## src/rtl/conv5x5_pkg.sv

```systemverilog
// conv5x5_pkg
// Shared definitions for the 5x5 window generator and convolution datapath:
// kernel size, element count, the window element bit-offset helper and the
// window generator FSM state type.
package conv5x5_pkg;

    localparam int K  = 5;        // kernel / window edge length
    localparam int KK = K * K;    // elements per window

    typedef enum logic {
        S_FILL = 1'b0,            // fewer than K-1 lines buffered
        S_RUN  = 1'b1             // window rows all inside the current frame
    } state_t;

    // Bit offset of window element (r,c) in a flat window of n-bit pixels.
    function automatic int win_off(input int r, input int c, input int n);
        return (r * K + c) * n;
    endfunction

endpackage

```

## src/rtl/window_5x5_gen_if.sv

```systemverilog
// window_5x5_gen_if
// Pixel-stream input and window output bundle of window_5x5_gen.
//   i_valid / i_sof / i_data : raster pixel stream into the generator
//   o_valid / o_win          : registered window strobe and 25-pixel window
//   o_row / o_col            : window-centre position (only with WIN_POS_EN)
// Modports: master = stream source / window sink, slave = the generator.
// Optional feature macro: WIN_POS_EN.
interface window_5x5_gen_if
    import conv5x5_pkg::*;
#(
    parameter int N = 8
`ifdef WIN_POS_EN
    ,
    parameter int W = 32,
    parameter int H = 32
`endif
) ();

    logic              i_valid;
    logic              i_sof;
    logic [N-1:0]      i_data;
    logic              o_valid;
    logic [KK*N-1:0]   o_win;
`ifdef WIN_POS_EN
    logic [$clog2(H)-1:0] o_row;
    logic [$clog2(W)-1:0] o_col;
`endif

    modport master (
        output i_valid, i_sof, i_data,
`ifdef WIN_POS_EN
        input  o_row, o_col,
`endif
        input  o_valid, o_win
    );

    modport slave (
        input  i_valid, i_sof, i_data,
`ifdef WIN_POS_EN
        output o_row, o_col,
`endif
        output o_valid, o_win
    );

endinterface

```

## src/rtl/line_buf.sv

```systemverilog
// line_buf
// W-deep, N-bit enabled delay line: o_data is the value written W enables ago.
// Ports: i_clk (rising edge), i_rst_n (synchronous, active-low, clears the
// line to zero), i_en (shift enable), i_data (input pixel), o_data (oldest pixel).
module line_buf #(
    parameter int N = 8,
    parameter int W = 32
) (
    input  logic         i_clk,
    input  logic         i_rst_n,
    input  logic         i_en,
    input  logic [N-1:0] i_data,
    output logic [N-1:0] o_data
);

    logic [N-1:0] mem_r [W];

    // Shift register: holds while i_en is low.
    always_ff @(posedge i_clk) begin
        if (!i_rst_n) begin
            for (int i = 0; i < W; i++) begin
                mem_r[i] <= '0;
            end
        end else if (i_en) begin
            mem_r[0] <= i_data;
            for (int i = 1; i < W; i++) begin
                mem_r[i] <= mem_r[i-1];
            end
        end
    end

    assign o_data = mem_r[W-1];

endmodule

```

## src/rtl/window_5x5_gen.sv

```systemverilog
// window_5x5_gen
// Streaming 5x5 window generator. Tracks the raster position of each accepted
// pixel, buffers four previous lines, and emits the 5x5 neighbourhood ending
// at the accepted pixel, qualified once the window lies fully inside the frame.
// Ports: i_clk (rising edge), i_rst_n (synchronous, active-low),
//        bus (window_5x5_gen_if.slave): pixel stream in, window/strobe out.
// Optional feature macro: WIN_POS_EN adds registered window-centre o_row/o_col.
module window_5x5_gen
    import conv5x5_pkg::*;
#(
    parameter int N = 8,
    parameter int W = 32,
    parameter int H = 32
) (
    input  logic              i_clk,
    input  logic              i_rst_n,
    window_5x5_gen_if.slave   bus
);

    localparam int CW = $clog2(W);
    localparam int RW = $clog2(H);

    logic [CW-1:0] col_r, cur_col_s, col_next_s;
    logic [RW-1:0] row_r, cur_row_s, row_next_s;
    logic          accept_s;
    logic          row_wrap_s;
    logic          qualify_s;
    state_t        state_r, state_next_s;
    logic [N-1:0]  chain_s [K];      // chain_s[0] = i_data, chain_s[k+1] = LBk output
    logic [N-1:0]  win_r [K][K];
    logic          valid_r;

    assign accept_s = bus.i_valid;

    // Position of the pixel being accepted (i_sof forces it to (0,0)) and the
    // position the counters advance to afterwards.
    always_comb begin
        cur_col_s  = col_r;
        cur_row_s  = row_r;
        col_next_s = col_r;
        row_next_s = row_r;
        row_wrap_s = 1'b0;
        if (bus.i_valid && bus.i_sof) begin
            cur_col_s = '0;
            cur_row_s = '0;
        end else begin
            cur_col_s = col_r;
            cur_row_s = row_r;
        end
        if (cur_col_s == CW'(W - 1)) begin
            col_next_s = '0;
            if (cur_row_s == RW'(H - 1)) begin
                row_next_s = '0;
                row_wrap_s = 1'b1;
            end else begin
                row_next_s = cur_row_s + RW'(1);
            end
        end else begin
            col_next_s = cur_col_s + CW'(1);
            row_next_s = cur_row_s;
        end
    end

    // Raster position counters, advancing only on accepted pixels.
    always_ff @(posedge i_clk) begin
        if (!i_rst_n) begin
            col_r <= '0;
            row_r <= '0;
        end else if (accept_s) begin
            col_r <= col_next_s;
            row_r <= row_next_s;
        end
    end

    // FSM state register.
    always_ff @(posedge i_clk) begin
        if (!i_rst_n) begin
            state_r <= S_FILL;
        end else begin
            state_r <= state_next_s;
        end
    end

    // FSM next state and window qualification. S_RUN means rows R-4..R all
    // belong to the current frame, so only the column condition remains.
    always_comb begin
        state_next_s = state_r;
        qualify_s    = 1'b0;
        case (state_r)
            S_FILL: begin
                if (accept_s && (cur_row_s == RW'(4)) && (cur_col_s == CW'(0))) begin
                    state_next_s = S_RUN;
                end else begin
                    state_next_s = S_FILL;
                end
            end
            S_RUN: begin
                qualify_s = accept_s && !bus.i_sof && (cur_col_s >= CW'(4));
                if (accept_s && (bus.i_sof || row_wrap_s)) begin
                    state_next_s = S_FILL;
                end else begin
                    state_next_s = S_RUN;
                end
            end
            default: begin
                state_next_s = S_FILL;
                qualify_s    = 1'b0;
            end
        endcase
    end

    assign chain_s[0] = bus.i_data;

    genvar k;
    generate
        for (k = 0; k < K - 1; k++) begin : g_lb
            line_buf #(.N(N), .W(W)) u_line_buf (
                .i_clk   (i_clk),
                .i_rst_n (i_rst_n),
                .i_en    (accept_s),
                .i_data  (chain_s[k]),
                .o_data  (chain_s[k+1])
            );
        end
    endgenerate

    // Window array: shift left one column, new right column from the line
    // buffers (oldest line on top) with the incoming pixel at the bottom.
    // Being registered, it directly serves as the o_win output register.
    always_ff @(posedge i_clk) begin
        if (!i_rst_n) begin
            for (int r = 0; r < K; r++) begin
                for (int c = 0; c < K; c++) begin
                    win_r[r][c] <= '0;
                end
            end
        end else if (accept_s) begin
            for (int r = 0; r < K; r++) begin
                for (int c = 0; c < K - 1; c++) begin
                    win_r[r][c] <= win_r[r][c+1];
                end
                win_r[r][K-1] <= chain_s[K-1-r];
            end
        end
    end

    // Window valid strobe: one pulse per qualifying accepted pixel.
    always_ff @(posedge i_clk) begin
        if (!i_rst_n) begin
            valid_r <= 1'b0;
        end else begin
            valid_r <= qualify_s;
        end
    end

    assign bus.o_valid = valid_r;

    genvar gr, gc;
    generate
        for (gr = 0; gr < K; gr++) begin : g_row
            for (gc = 0; gc < K; gc++) begin : g_col
                localparam int OFF = win_off(gr, gc, N);
                assign bus.o_win[OFF +: N] = win_r[gr][gc];
            end
        end
    endgenerate

`ifdef WIN_POS_EN
    logic [RW-1:0] win_row_r;
    logic [CW-1:0] win_col_r;

    // Window-centre position, captured together with the valid strobe.
    always_ff @(posedge i_clk) begin
        if (!i_rst_n) begin
            win_row_r <= '0;
            win_col_r <= '0;
        end else if (qualify_s) begin
            win_row_r <= cur_row_s - RW'(2);
            win_col_r <= cur_col_s - CW'(2);
        end
    end

    assign bus.o_row = win_row_r;
    assign bus.o_col = win_col_r;
`endif

endmodule

```

## src/flat_wrapper.sv

```systemverilog
// flat-port wrapper written by rule: the top's interface ports become plain ports
module window_5x5_gen_flat import conv5x5_pkg::*;
#(
    parameter int N = 8,
    parameter int W = 32,
    parameter int H = 32
)
  (i_clk, i_rst_n, bus_i_valid, bus_i_sof, bus_i_data, bus_o_valid, bus_o_win);
  window_5x5_gen_if #(.N(N)) bus_i ();
  input  logic i_clk;
  input  logic i_rst_n;
  input wire logic [$bits(bus_i.i_valid)-1:0] bus_i_valid;
  input wire logic [$bits(bus_i.i_sof)-1:0] bus_i_sof;
  input wire logic [$bits(bus_i.i_data)-1:0] bus_i_data;
  output wire logic [$bits(bus_i.o_valid)-1:0] bus_o_valid;
  output wire logic [$bits(bus_i.o_win)-1:0] bus_o_win;
  assign bus_i.i_valid = bus_i_valid;
  assign bus_i.i_sof = bus_i_sof;
  assign bus_i.i_data = bus_i_data;
  assign bus_o_valid = bus_i.o_valid;
  assign bus_o_win = bus_i.o_win;
  window_5x5_gen #(.N(N), .W(W), .H(H)) u_core (.i_clk(i_clk), .i_rst_n(i_rst_n), .bus(bus_i));
endmodule
```

## config.mk

```make
export PLATFORM = sky130hd
export DESIGN_NAME = window_5x5_gen_flat
export DESIGN_NICKNAME = d
export VERILOG_FILES = /design/src/rtl/conv5x5_pkg.sv /design/src/rtl/window_5x5_gen_if.sv /design/src/rtl/line_buf.sv /design/src/rtl/window_5x5_gen.sv /design/src/flat_wrapper.sv
export SDC_FILE = /design/constraint.sdc
export NUM_CORES = 1
export LEC_CHECK = 0
export ABC_AREA = 1
export CAP_MARGIN = 40
export CORE_MARGIN = 2
export CORE_UTILIZATION = 55
export CTS_CLUSTER_DIAMETER = 50
export DETAILED_ROUTE_END_ITERATION = 8
export PLACE_DENSITY = 0.78
export SLEW_MARGIN = 0
export SYNTH_ARGS = -nofsm -noshare
export SYNTH_HDL_FRONTEND = slang
export SYNTH_SLANG_ARGS = --single-unit
export TNS_END_PERCENT = 20
```

## constraint.sdc

```tcl
create_clock -name i_clk -period 42.8 [get_ports i_clk]
set_input_delay 8.56 -clock i_clk [delete_from_list [all_inputs] [get_ports i_clk]]
set_output_delay 8.56 -clock i_clk [all_outputs]
set_load 0.1 [all_outputs]
```

# Yosys cells after proc, flatten, opt, wreduce, memory -nomap -nowiden
# Memories as Yosys holds them, arrays and structs flattened.
# Cells that the tools add are included.
word_totals:
  ff_bits: 12
  ram_bits: 1224
  inputBits: 12
  out_inout_bits: 201
  wordCells: 346
  mem_count: 5
classes:
  n_addsub: 2
  magnitude_cmp: 1
  n_eq_ne: 3
  muxes: 167
  n_bitwise: 154
  n_reduce_logical: 10
mem_list:
  columns: ["memory", "words", "width", "read_ports", "rd_clocked_by_memory_dff", "write_ports", "line", "rtl"]
  rows:
  - ["u_core.g_lb[0].u_line_buf.mem_r", 32, 8, 32, 0, 32, "line_buf.sv:16", "logic [N-1:0] mem_r [W];"]
  - ["u_core.g_lb[1].u_line_buf.mem_r", 32, 8, 32, 0, 32, "line_buf.sv:16", null]
  - ["u_core.g_lb[2].u_line_buf.mem_r", 32, 8, 32, 0, 32, "line_buf.sv:16", null]
  - ["u_core.g_lb[3].u_line_buf.mem_r", 32, 8, 32, 0, 32, "line_buf.sv:16", null]
  - ["u_core.win_r", 5, 40, 5, 0, 5, "window_5x5_gen.sv:30", "logic [N-1:0] win_r [K][K];"]
op_table:
  columns: ["op", "n"]
  rows:
  - ["2-to-1 mux 8 bit", 153]
  - ["OR 1 bit", 153]
  - ["2-to-1 mux 5 bit", 5]
  - ["adder 5 x 1 -> 5 bit, second input constant", 2]
  - ["== test 5 bit, second input constant", 2]
  - ["2-to-1 mux 1 bit", 8]
  - ["logical AND 1 bit", 6]
  - ["== test 5 x 3 -> 1 bit, second input constant", 1]
  - [">= comparator 5 x 3 -> 1 bit, second input constant", 1]
  - ["logical NOT 5 bit", 1]
  - ["one-hot mux 1 bit (2 select lines)", 1]
  - ["AND reduction 2 bit", 1]
  - ["logical NOT 1 bit", 1]
  - ["logical OR 1 bit", 1]
  - ["NOT 1 bit", 1]

# Depth between registers and ports, before layout
depth:
  depth_word: 9
  depth_mapped: 13
  mapped_depth_nobuf: 11

# Hierarchy
# A second synthesis with hierarchy kept.
hier_totals:
  cells_unflattened: 3954
  hier_area_um2: 48131.2
by_module_without_submodules:
  columns: ["module", "n_inst", "cells_each", "area_per_inst_um2", "seq_area_each_um2"]
  rows:
  - ["line_buf", 4, 807, 9944.5, 7687.4]
  - ["window_5x5_gen", 1, 726, 8353.0, 6246.0]

# Worst setup path after synthesis
# Ideal clock, no wire load.
synth_timing:
  path_type: "input-to-reg"
  startpoint: "input port i_rst_n"
  endpoint: "memory u_core.g_lb[0].u_line_buf.mem_r[3][7] (netlist: u_core.g_lb[0].u_line_buf.mem_r[0][31]) (enable)"
  setup_time_ns: 0.933
  t_arrival_ns: 20.129
  t_required_ns: 41.867
  setup_slack_ns: 21.738
  stages: 4
  path_buffers: 1
  path_cell_list: "buf_2 inv_2 nor2_2 inv_2"
synth_rtl:
  columns: ["element", "line", "rtl"]
  rows:
  - ["start, declared", "flat_wrapper.sv:11", "input logic i_rst_n;"]
  - ["end, declared", "line_buf.sv:16", null]

==> metrics.md <==
| Metric | Value |
|---|---|
| Final wirelength | 76.4 mm |
| Hold endpoint | u_core.g_lb[3].u_line_buf.mem_r[1][80] |
| Via Count | 23000 |
| Met2 Usage GRT | 35.3% |
| Clk sinks | 1076 |
| Placed instance area | 48200 sq um |
| Net count, final | 3855 |
| Switching power share of the total | 24.6% |
| Worst path slowest cell | buf_12 |
| Maxcap violations | 0 |
| CTS buffer count | 105 |
| Clock-pin slew on the worst setup and hold paths | 0.06 ns |
| FILL cells | 4711 |
| Worst hold slack | 0.489 ns |
| Power Density | 46.7 nW/um^2 |
| Placed wire-length estimate | 43.1 mm |
| Clock H-tree levels | 3 |
| Syn Nets | 3560 |
| Setup TNS Final | 0 ns |
| Leak | 23.5 nW |
| Core Area | 77100 sq um |
| DRC viols | 0 |
| Storage element area | 32200 sq um |
| First-pass GRT wire length | 120 mm |
| Mean Syn Cell Area | 12.0 sq um |
| R2R setup slack | 40.81 ns |
| Pre-CTS setup slack | 29.73 ns |
| Gpl congestion | 0.815 |
| Largest fanout on the critical path | 208 |
| Area grow syn2layout | 20.8% |
| Logic pwr share | 10.3% |
| Most used routing layer | met2 |
| Status | completed |
| Post-layout util | 66.8% |
| Post-CTS Hold Buffers | 0 |
| Psw | 0.591 mW |
| Multi-input gate area | 4410 sq um |
| Final Hold Viols | 0 |
| CTS root buf | clkbuf_16 |
| CTS tree | done |
| Post-synthesis sequential area ratio | 75.5% |
| Full die area | 79800 sq um |
| CTS Buffer Depth | 3 |
| Layout cells sized above 1 | 9.74% |
| Met1 usage | 22.5% |
| Clock Skew | 0.0339 ns |
| Fmax | 80.7 MHz |
| Largest net degree at the start of global routing | 252 |
| Diode count | 0 |
| Crit path kind | primary input to flop |
| Worst hold path class | flop to flop |
| Post-layout minimum cycle time | 12.40 ns |
| Reg-to-Reg Start | u_core.col_r[0] |
| Internal Pwr Total | 1.81 mW |
| Count of unique library cells instantiated by Yosys | 25 |
| Reg power frac | 52.5% |
| Peak supply drop | 0.0379 mV |
| Hold Crit Depth | 2 |
| Required time of the critical path | 43.08 ns |
| Slew headroom | 26.3% |
| Worst setup EP type | flop |
| Initial antenna violation count | 0 |
| Max incr delay on CP | 0.78 ns |
| IO Pins | 213 |
| Synthesized cell area | 42700 sq um |
| Startpoint types | primary input |
| Vias in the first global route | 23600 |
| Total gr overflow | 0 |
| GR Util met3 | 3.55% |
| Vias per cell | 4.64 |
| Starting DRT DRC Count | 1988 |
| RSZ-0062 raised after global routing | false |
| Final Setup Violations | 0 |
| FP Rows | 102 |
| Post-CTS Setup Inserts | 0 |
| Max Slew Vio Count | 0 |
| Avg WL per Cell | 15.4 um |
| Hold_sp | u_core.g_lb[3].u_line_buf.mem_r[1][72] |
| PnR worst setup slack | 30.40 ns |
| Die Ht | 282 um |
| Buffers & Inverters on Critical Path | 6 |
| RR Endpoint | u_core.row_r[1] |
| Worst-Margin Slew | 1.11 ns |
| Mapped Cells | 3543 |
| # resized after CTS | 0 |
| Design area | 51500 sq um |
| Worst Reg-to-Reg Cells | 10 |
| CP Cell Sequence | clkdlybuf4s50_1, nor2_2, inv_8, buf_4, buf_12, buf_4, buf_12 |
| Seq cells post-synth | 1076 |
| Pre-Repair DR Iteration Count | 5 |
| Post-DRT Antenna Nets | 0 |
| Port bufs | 212 |
| Period utilization | 29.0% |
| Initial Utilization | 55.3% |
| Critical Path AT | 12.68 ns |
| GR Util All Layers | 19.3% |
| Clock network fraction of total power | 37.2% |
| Die W | 282 um |
| YS warnings | 0 |
| Family with the most delay on the worst path | buffers and inverters |
| Worst-Skew Late Latency | 0.69 ns |
logic make-up after synthesis:
family / after synthesis / synth area share [%]
flops: 1076 / 75.5
simple gates: 1117 / 9.96
fa+ha+maj: 5 / 0.147
compound gates: 16 / 0.220
buf+inv: 1329 / 14.2
per-layer routing:
layer | routed length [um] | share of wire [%] | up-vias
met1 | 29200 | 38 | 11100
met4 | 2440 | 3.2 | 0
met3 | 3960 | 5.2 | 169
li1 | - | - | 11100
met2 | 40800 | 53 | 635
met5 | 0 | 0 | -
cells in the final DEF, fill, tap and decap left out, types with 4 or more instances in the layout:
cell type        Yosys  routed
nor2_1             626     626
buf_8                0     149
clkdlybuf4s50_1      0     211
bufinv_16            0       7
ha_1                 5       5
clkbuf_1             0      22
nor2_2               4       4
inv_1             1076    1076
o21ai_0              6       6
clkinvlp_4           0       6
clkinv_2             0       5
dfxtp_1             12      12
clkbuf_16            0     105
clkinv_1             0      28
clkinv_4             1       4
buf_4              128      11
nand3_1              8       8
nand2_1            469     469
inv_8                0       4
buf_12               0       5
inv_6                0       7
edfxtp_1          1064    1064
buf_16               0      60
state kept, by name, summed over array words and instances, names as in the netlist:
register and count:
u_core.bus.o_valid 1, u_core.col_r 5, u_core.g_lb.u_line_buf.mem_r 915, u_core.row_r 5
u_core.state_r 1, u_core.win_r 149
area by class of cell:
cell class | count | share of cell area [%]
Clock buffer | 127 | 5.26
Clock inverter | 65 | 1.26
Inverter | 1081 | 7.90
Multi-Input combinational cell | 1138 | 8.57
Sequential cell | 1076 | 62.5
Tap cell | 1040 | 2.53
Timing Repair Buffer | 436 | 12.0
power groups by stage:
| stage | Clock (mW) | Combinational [mW] | Sequential [mW] |
|---|---|---|---|
| after floorplan | 0 | 0.133 | 1.33 |
| after global placement | 0 | 0.188 | 1.28 |
| after detailed placement | 0 | 0.245 | 1.28 |
| after CTS | 0.911 | 0.249 | 1.26 |
| after global routing | 0.949 | 0.262 | 1.27 |
| final | 0.896 | 0.247 | 1.26 |
through the flow:
| step | std cells | power (mW) |
|---|---|---|
| after detailed placement | 4771 | 1.53 |
| after floorplan | 3543 | 1.46 |
| after global placement | 4562 | 1.47 |
| after global routing | 4963 | 2.48 |
| after CTS | 4963 | 2.42 |
| final | 4963 | 2.41 |
worst reg2reg max path, cell delays in order, from the launching register on:
cell	delay [ns]
dfxtp_1	0.36
inv_1	0.06
nor2_1	0.18
ha_1	0.19
inv_1	0.06
nor3_1	0.19
ha_1	0.36
inv_1	0.17
a21oi_1	0.18
o21ai_0	0.10
o21ai_1	0.08
Yosys cell counts:
library cell / count / area (sq um)
inv_1: 1076 / 4040
edfxtp_1: 1064 / 32000
nor2_1: 626 / 2350
nand2_1: 469 / 1760
buf_4: 128 / 961
buf_6: 69 / 777
buf_2: 51 / 255
dfxtp_1: 12 / 240
nand3_1: 8 / 40.0
o21ai_0: 6 / 30.0
ha_1: 5 / 62.6
inv_2: 4 / 15.0
nor2_2: 4 / 25.0
a21oi_1: 3 / 15.0
nand4_1: 3 / 18.8
nor3_1: 3 / 15.0
o21ai_1: 3 / 15.0
nand2_4: 2 / 22.5
a21oi_2: 1 / 8.76
clkinv_4: 1 / 8.76
nand2_2: 1 / 6.26
nor3_2: 1 / 10.0
o21bai_1: 1 / 7.51
o22ai_1: 1 / 6.26
o311a_2: 1 / 11.3
how the worst max path moves through the flow:
stage,cells after the start,slack (ns),start,endpoint
floorplan,4,21.74,i_rst_n,u_core.g_lb[0].u_line_buf.mem_r[0][31]
global placement,7,28.64,bus_i_valid,u_core.g_lb[1].u_line_buf.mem_r[0][81]
detailed placement,7,29.73,bus_i_valid,u_core.g_lb[1].u_line_buf.mem_r[0][122]
CTS,7,30.47,bus_i_valid,u_core.g_lb[2].u_line_buf.mem_r[1][55]
global route,7,30.12,bus_i_valid,u_core.g_lb[2].u_line_buf.mem_r[1][55]
finish,7,30.40,bus_i_valid,u_core.g_lb[2].u_line_buf.mem_r[1][55]
Note: power is estimated with default switching activity, not from simulation.
